### src/rtl/led_display_scan.sv
// Multiplexed LED-digit scan controller: one digit per time slot with a blanking
// dead-time, PWM brightness, per-digit blink and frame-aligned input snapshots.
//
// state    | meaning
// ST_BLANK | dead-time at slot start, all digits deselected, segments off
// ST_DRIVE | current digit selected, gated by PWM and blink
module led_display_scan #(
    parameter int   NUM          = 4,
    parameter logic SEG_ACTIVE   = 1'b0,
    parameter logic SEL_ACTIVE   = 1'b0,
    parameter int   CLK_CYCLE    = 1000,
    parameter int   BLANK_CYCLE  = 16,
    parameter int   BLINK_FRAMES = 250
) (
    input  logic                clk,
    input  logic                rstn,
    input  logic                enable,
    input  logic [NUM-1:0][7:0] led_in,
    input  logic [NUM-1:0]      blink_en,
    input  logic [4:0]          bright,
    output logic [7:0]          led_display_seg,
    output logic [NUM-1:0]      led_display_sel,
    output logic                frame_start
);

    localparam int SW = $clog2(CLK_CYCLE);
    localparam int DW = $clog2(NUM);
    localparam int FW = (BLINK_FRAMES > 1) ? $clog2(BLINK_FRAMES) : 1;

    localparam logic [SW-1:0]  SLOT_LAST  = SW'(CLK_CYCLE - 1);
    localparam logic [SW-1:0]  BLANK_LAST = SW'(BLANK_CYCLE - 1);
    localparam logic [DW-1:0]  DIGIT_LAST = DW'(NUM - 1);
    localparam logic [FW-1:0]  FRAME_LAST = FW'(BLINK_FRAMES - 1);
    localparam logic [7:0]     SEG_OFF    = {8{~SEG_ACTIVE}};
    localparam logic [NUM-1:0] SEL_OFF    = {NUM{~SEL_ACTIVE}};

    typedef enum logic {
        ST_BLANK = 1'b0,
        ST_DRIVE = 1'b1
    } phase_t;

    phase_t               phase_q, phase_d;
    logic [SW-1:0]        slot_cnt_q, slot_cnt_d;
    logic [DW-1:0]        digit_q, digit_d;
    logic [3:0]           pwm_cnt_q, pwm_cnt_d;
    logic [FW-1:0]        frame_cnt_q, frame_cnt_d;
    logic                 blink_phase_q, blink_phase_d;

    logic [NUM-1:0][7:0]  led_sh_q, led_sh_d;
    logic [NUM-1:0]       blink_sh_q, blink_sh_d;
    logic [4:0]           bright_sh_q, bright_sh_d;

    logic [7:0]           seg_q, seg_d;
    logic [NUM-1:0]       sel_q, sel_d;
    logic                 frame_start_q, frame_start_d;

    logic                 slot_wrap;
    logic                 frame_wrap;
    logic                 snap;
    logic                 lit;
    logic                 blink_off;

    always_comb begin
        slot_wrap  = (slot_cnt_q == SLOT_LAST);
        frame_wrap = slot_wrap && (digit_q == DIGIT_LAST);
        snap       = enable && (slot_cnt_q == '0) && (digit_q == '0);
        lit        = bright_sh_q[4] || ({1'b0, pwm_cnt_q} < bright_sh_q);
        blink_off  = blink_phase_q && blink_sh_q[digit_q];

        phase_d       = phase_q;
        slot_cnt_d    = slot_cnt_q;
        digit_d       = digit_q;
        pwm_cnt_d     = pwm_cnt_q;
        frame_cnt_d   = frame_cnt_q;
        blink_phase_d = blink_phase_q;
        led_sh_d      = led_sh_q;
        blink_sh_d    = blink_sh_q;
        bright_sh_d   = bright_sh_q;
        seg_d         = SEG_OFF;
        sel_d         = SEL_OFF;
        frame_start_d = snap;

        if (snap) begin
            led_sh_d    = led_in;
            blink_sh_d  = blink_en;
            bright_sh_d = bright;
        end

        if (enable) begin
            slot_cnt_d = slot_wrap ? '0 : slot_cnt_q + 1'b1;
            if (slot_wrap) begin
                digit_d = (digit_q == DIGIT_LAST) ? '0 : digit_q + 1'b1;
            end

            case (phase_q)
                ST_BLANK: if (slot_cnt_q == BLANK_LAST) phase_d = ST_DRIVE;
                ST_DRIVE: if (slot_wrap) phase_d = ST_BLANK;
                default:  phase_d = ST_BLANK;
            endcase

            // Held at zero through BLANK so the first DRIVE cycle sees pwm_cnt = 0.
            pwm_cnt_d = (phase_q == ST_DRIVE) ? pwm_cnt_q + 4'd1 : 4'd0;

            // Frame count advances on the wrap into the next frame; a restart
            // after enable re-assertion begins a frame without advancing it.
            if (frame_wrap) begin
                if (frame_cnt_q == FRAME_LAST) begin
                    frame_cnt_d   = '0;
                    blink_phase_d = ~blink_phase_q;
                end else begin
                    frame_cnt_d = frame_cnt_q + 1'b1;
                end
            end

            if ((phase_q == ST_DRIVE) && lit) begin
                sel_d[digit_q] = SEL_ACTIVE;
                seg_d          = blink_off ? SEG_OFF : (led_sh_q[digit_q] ^ SEG_OFF);
            end
        end else begin
            phase_d    = ST_BLANK;
            slot_cnt_d = '0;
            digit_d    = '0;
            pwm_cnt_d  = '0;
        end
    end

    always_ff @(posedge clk or negedge rstn) begin
        if (!rstn) begin
            phase_q       <= ST_BLANK;
            slot_cnt_q    <= '0;
            digit_q       <= '0;
            pwm_cnt_q     <= '0;
            frame_cnt_q   <= '0;
            blink_phase_q <= 1'b0;
            led_sh_q      <= '0;
            blink_sh_q    <= '0;
            bright_sh_q   <= '0;
            seg_q         <= SEG_OFF;
            sel_q         <= SEL_OFF;
            frame_start_q <= 1'b0;
        end else begin
            phase_q       <= phase_d;
            slot_cnt_q    <= slot_cnt_d;
            digit_q       <= digit_d;
            pwm_cnt_q     <= pwm_cnt_d;
            frame_cnt_q   <= frame_cnt_d;
            blink_phase_q <= blink_phase_d;
            led_sh_q      <= led_sh_d;
            blink_sh_q    <= blink_sh_d;
            bright_sh_q   <= bright_sh_d;
            seg_q         <= seg_d;
            sel_q         <= sel_d;
            frame_start_q <= frame_start_d;
        end
    end

    assign led_display_seg = seg_q;
    assign led_display_sel = sel_q;
    assign frame_start     = frame_start_q;

endmodule
### config.mk
export PLATFORM = sky130hd
export DESIGN_NAME = led_display_scan
export DESIGN_NICKNAME = d
export VERILOG_FILES = /design/src/rtl/led_display_scan.sv
export SDC_FILE = /design/constraint.sdc
export NUM_CORES = 1
export LEC_CHECK = 0
export CORE_MARGIN = 1
export CORE_UTILIZATION = 54
export CTS_CLUSTER_SIZE = 10
export DETAILED_ROUTE_END_ITERATION = 7
export GPL_TIMING_DRIVEN = 0
export PLACE_DENSITY_LB_ADDON = 0.25
export SYNTH_ARGS = -nofsm -noshare
export SYNTH_HDL_FRONTEND = slang
export SYNTH_SLANG_ARGS = --single-unit
### constraint.sdc
create_clock -name clk -period 2.39 [get_ports clk]
set_input_delay 0.717 -clock clk [delete_from_list [all_inputs] [get_ports clk]]
set_output_delay 0.717 -clock clk [all_outputs]
set_load 0.02 [all_outputs]
==> summary.md <==
| Metric | Value |
|---|---|
| Die X | 85.6 um |
| Max Cap Violations | 0 |
| Die H | 85.6 um |
| FMAX | 0.446 GHz |
| DRT Pass-1 Iters | 4 |
| Sequential-to-total area share from yosys stat | 0.534 |
| Worst-path cell chain | buf_2 -> inv_1 -> ha_1 -> nand2_1 -> nor3_1 -> nand4_4 -> buf_6 -> mux2_4 |
| Initial antenna violation count | 0 |
| Synthesized netlist cell count | 279 |
| Final Max Slew Viols | 0 |
| R2r setup slk | 0.15 ns |
| Antenna viol nets, final | 0 |
| Dpl cell area | 4460 um^2 |
| Number of enable flip-flop cells after synthesis | 0 |
| Area growth syn-to-layout | 23.1% |
| Clk_skew | 0.00737 ns |
| Clock Pin Slew Worst Setup and Hold Paths | 0.08 ns |
| Slew Limit Headroom | 0.548 |
| Slowest CP cell | dfrtp_1 |
| Hold Crit Class | in2async |
| Htree depth | 3 |
| Fin Setup TNS | 0 ns |
| Flops & latches, synth | 80 |
| Final core utilization | 0.687 |
| Leakage | 2.09 nW |
| PD cells | 677 nW/um^2 |
| Post-Synthesis Net Count | 335 |
| Placer Congestion | 0.810 |
| CTS root buffer | clkbuf_8 |
| Sink Count | 80 |
| Global-route wire length before repair | 11,500 um |
| Total gr overflow | 0 |
| Crit Reg-Reg Startpoint | digit_q[0] |
| Clk_lat worst skew | 0.34 ns |
| Commonest cells post-synth | dfrtp_1 (68), mux2_4 (39), nand2_1 (25) |
| Crit path required time | 2.62 ns |
| Hold-fix buffer count after cts | 0 |
| Die area | 7330 um^2 |
| Core Area | 6760 um^2 |
| Bufs and invs on worst path | 3 |
| Post-Synthesis Cell Area | 3770 um^2 |
| Share of cells above drive strength 1 | 0.254 |
| CP max stage delay | 0.47 ns |
| Num CTS Buffers | 9 |
| IO Port Bufs | 56 |
| Final-report hold violation count | 0 |
| Reg2Reg Depth | 8 |
| Final #Nets | 402 |
| Fin area | 4640 um^2 |
| Max Fanout on Critical Path | 10 |
| Final Cycle Share | 0.938 |
| N_diodes | 0 |
| Critical R2R Capture | led_sh_q[0] |
| Avg WL per Cell | 15.8 um |
| Routed vias | 2,301 |
| Arrival time at the worst endpoint | 2.47 ns |
| Drt initial violations | 103 |
| Delay-heaviest family, CP | buffers and inverters |
| Vias in the first global route | 2,341 |
| Largest net degree at the start of global routing | 50 |
| Post-CTS Setup Inserts | 0 |
| Post-synth top area cell | dfrtp_1 |
| GRT Total Usage | 0.206 |
| WL final | 6810 um |
| Period minus WS final | 2.24 ns |
| Vias per cell | 5.34 |
| DP HPWL | 4900 um |
| Crit. End Element | flop |
| Crit Path Class | reg2reg |
| Remaining DRCs | 0 |
| Slew at the pin closest to its max-slew limit | 0.678 ns |
| Peak supply drop | 0.418 mV |
| Synth area leaders | dfrtp_1 (45%), mux2_4 (16%), dfstp_2 (8.4%) |
| RSZ-0062 raised after global routing | false |
| Most common cell in the netlist | dfrtp_1 |
| YS warnings | 0 |
| Ys async rst share | 1.00 |
| Deepest clock path buffer count | 2 |
| CTS tree | yes |
| Rows | 30 |
| # setup viols final | 0 |
| Share of Yosys cell area claimed by the top area cell type | 0.451 |
| Hold slack | 0.305 ns |
| Status | completed |
| Synth Flop Type | dfrtp_1 |
| Total I/O pin count | 57 |
| Syn Area/Cell | 13.5 um^2 |
| Startpoint types | flop |
| Synth cell types | 38 |
| Cts repair resizes | 1 |
| Initial Util | 0.559 |
## worst max path at each step
stage,from,depth (start not counted),slack [ns],to
floorplan,digit_q[0],8,0.30,blink_sh_q[0]
global placement,rstn,1,-2.15,led_sh_q[26]
detailed placement,enable,5,-0.16,led_display_seg[2]
CTS,digit_q[1],8,0.06,led_sh_q[0]
global route,digit_q[0],8,0.03,led_sh_q[0]
finish,digit_q[0],8,0.15,led_sh_q[0]
## cell families (layout without fill, tap and decap cells)
logic type                 count (synthesis)  in the layout  share of synthesized area
and+or+nand+nor                           81             81                      0.112
DFF                                       80             80                      0.534
muxes                                     51             51                      0.218
AOI/OAI and AO/OA                         24             24                     0.0421
buffers and inverters                     20             92                     0.0282
adders and majority gates                 12             12                     0.0398
xor gates and xnor gates                  11             11                     0.0255
## layout make-up
cell class,count,area [um^2]
fillers,507,2110
multi-input cells,179,1650
plain buffers,7,58.8
repair buffers,57,586
flip-flops and latches,80,2020
clock buffers,10,128
clock inverters,6,60.1
inverters,12,45.0
well taps,80,100
## registers in the layout, summed over array words and instances, names as in the netlist
register and flops:
blink_sh_q 4, blink_phase_q 1, frame_cnt_q 8, led_display_sel 4
frame_start 1, slot_cnt_q 10, pwm_cnt_q 4, bright_sh_q 5
led_display_seg 8, digit_q 2, led_sh_q 32, phase_q 1
## report_power, final
group / leakage, nW / internal (W) / switching [W]
combinational: 1.02 / 0.000387 / 0.000167
sequential: 0.970 / 0.00153 / 0.000105
clock: 0.0920 / 0.000477 / 0.000477
total: 2.09 / 0.00239 / 0.000750
## cell usage in the layout (no fill, tap or decap), types with 2 or more instances in the layout
cell / Yosys / routed
nor3_1: 3 / 3
nand2_1: 25 / 25
and2_1: 3 / 3
buf_6: 4 / 4
clkdlybuf4s50_1: 0 / 55
mux2_2: 2 / 2
clkbuf_1: 2 / 2
mux4_2: 9 / 9
a21boi_0: 2 / 2
and3_1: 4 / 4
o21ai_0: 11 / 11
nand2b_1: 3 / 3
inv_1: 12 / 12
clkinv_2: 0 / 3
ha_1: 12 / 12
dfrtp_1: 68 / 68
and4_1: 2 / 2
nor2_1: 16 / 16
clkinvlp_4: 0 / 2
nand3_1: 10 / 10
xor2_1: 5 / 5
o31ai_1: 3 / 3
clkbuf_8: 0 / 9
or3_1: 3 / 3
mux2_4: 39 / 39
a21oi_1: 6 / 6
xnor2_1: 6 / 6
dfstp_2: 12 / 12
nor2b_1: 4 / 4
## metrics by stage
step                      setup WS, ns  power [W]  std cells
after floorplan                  0.298    0.00203        279
after global placement           -2.15    0.00218        415
after detailed placement        -0.162    0.00222        416
after CTS                       0.0648    0.00317        432
after global routing            0.0298    0.00331        431
final                            0.147    0.00314        431
## per-layer routing
metal	up-vias	part of all wire	GRT usage	wire, um
li1	1110	-	-	-
met1	1134	0.45	0.284	3090
met2	49	0.49	0.322	3370
met3	8	0.039	0.0549	267
met4	0	0.012	0.0621	80
met5	-	0	0	0
Power figures use the tool's default switching activity.
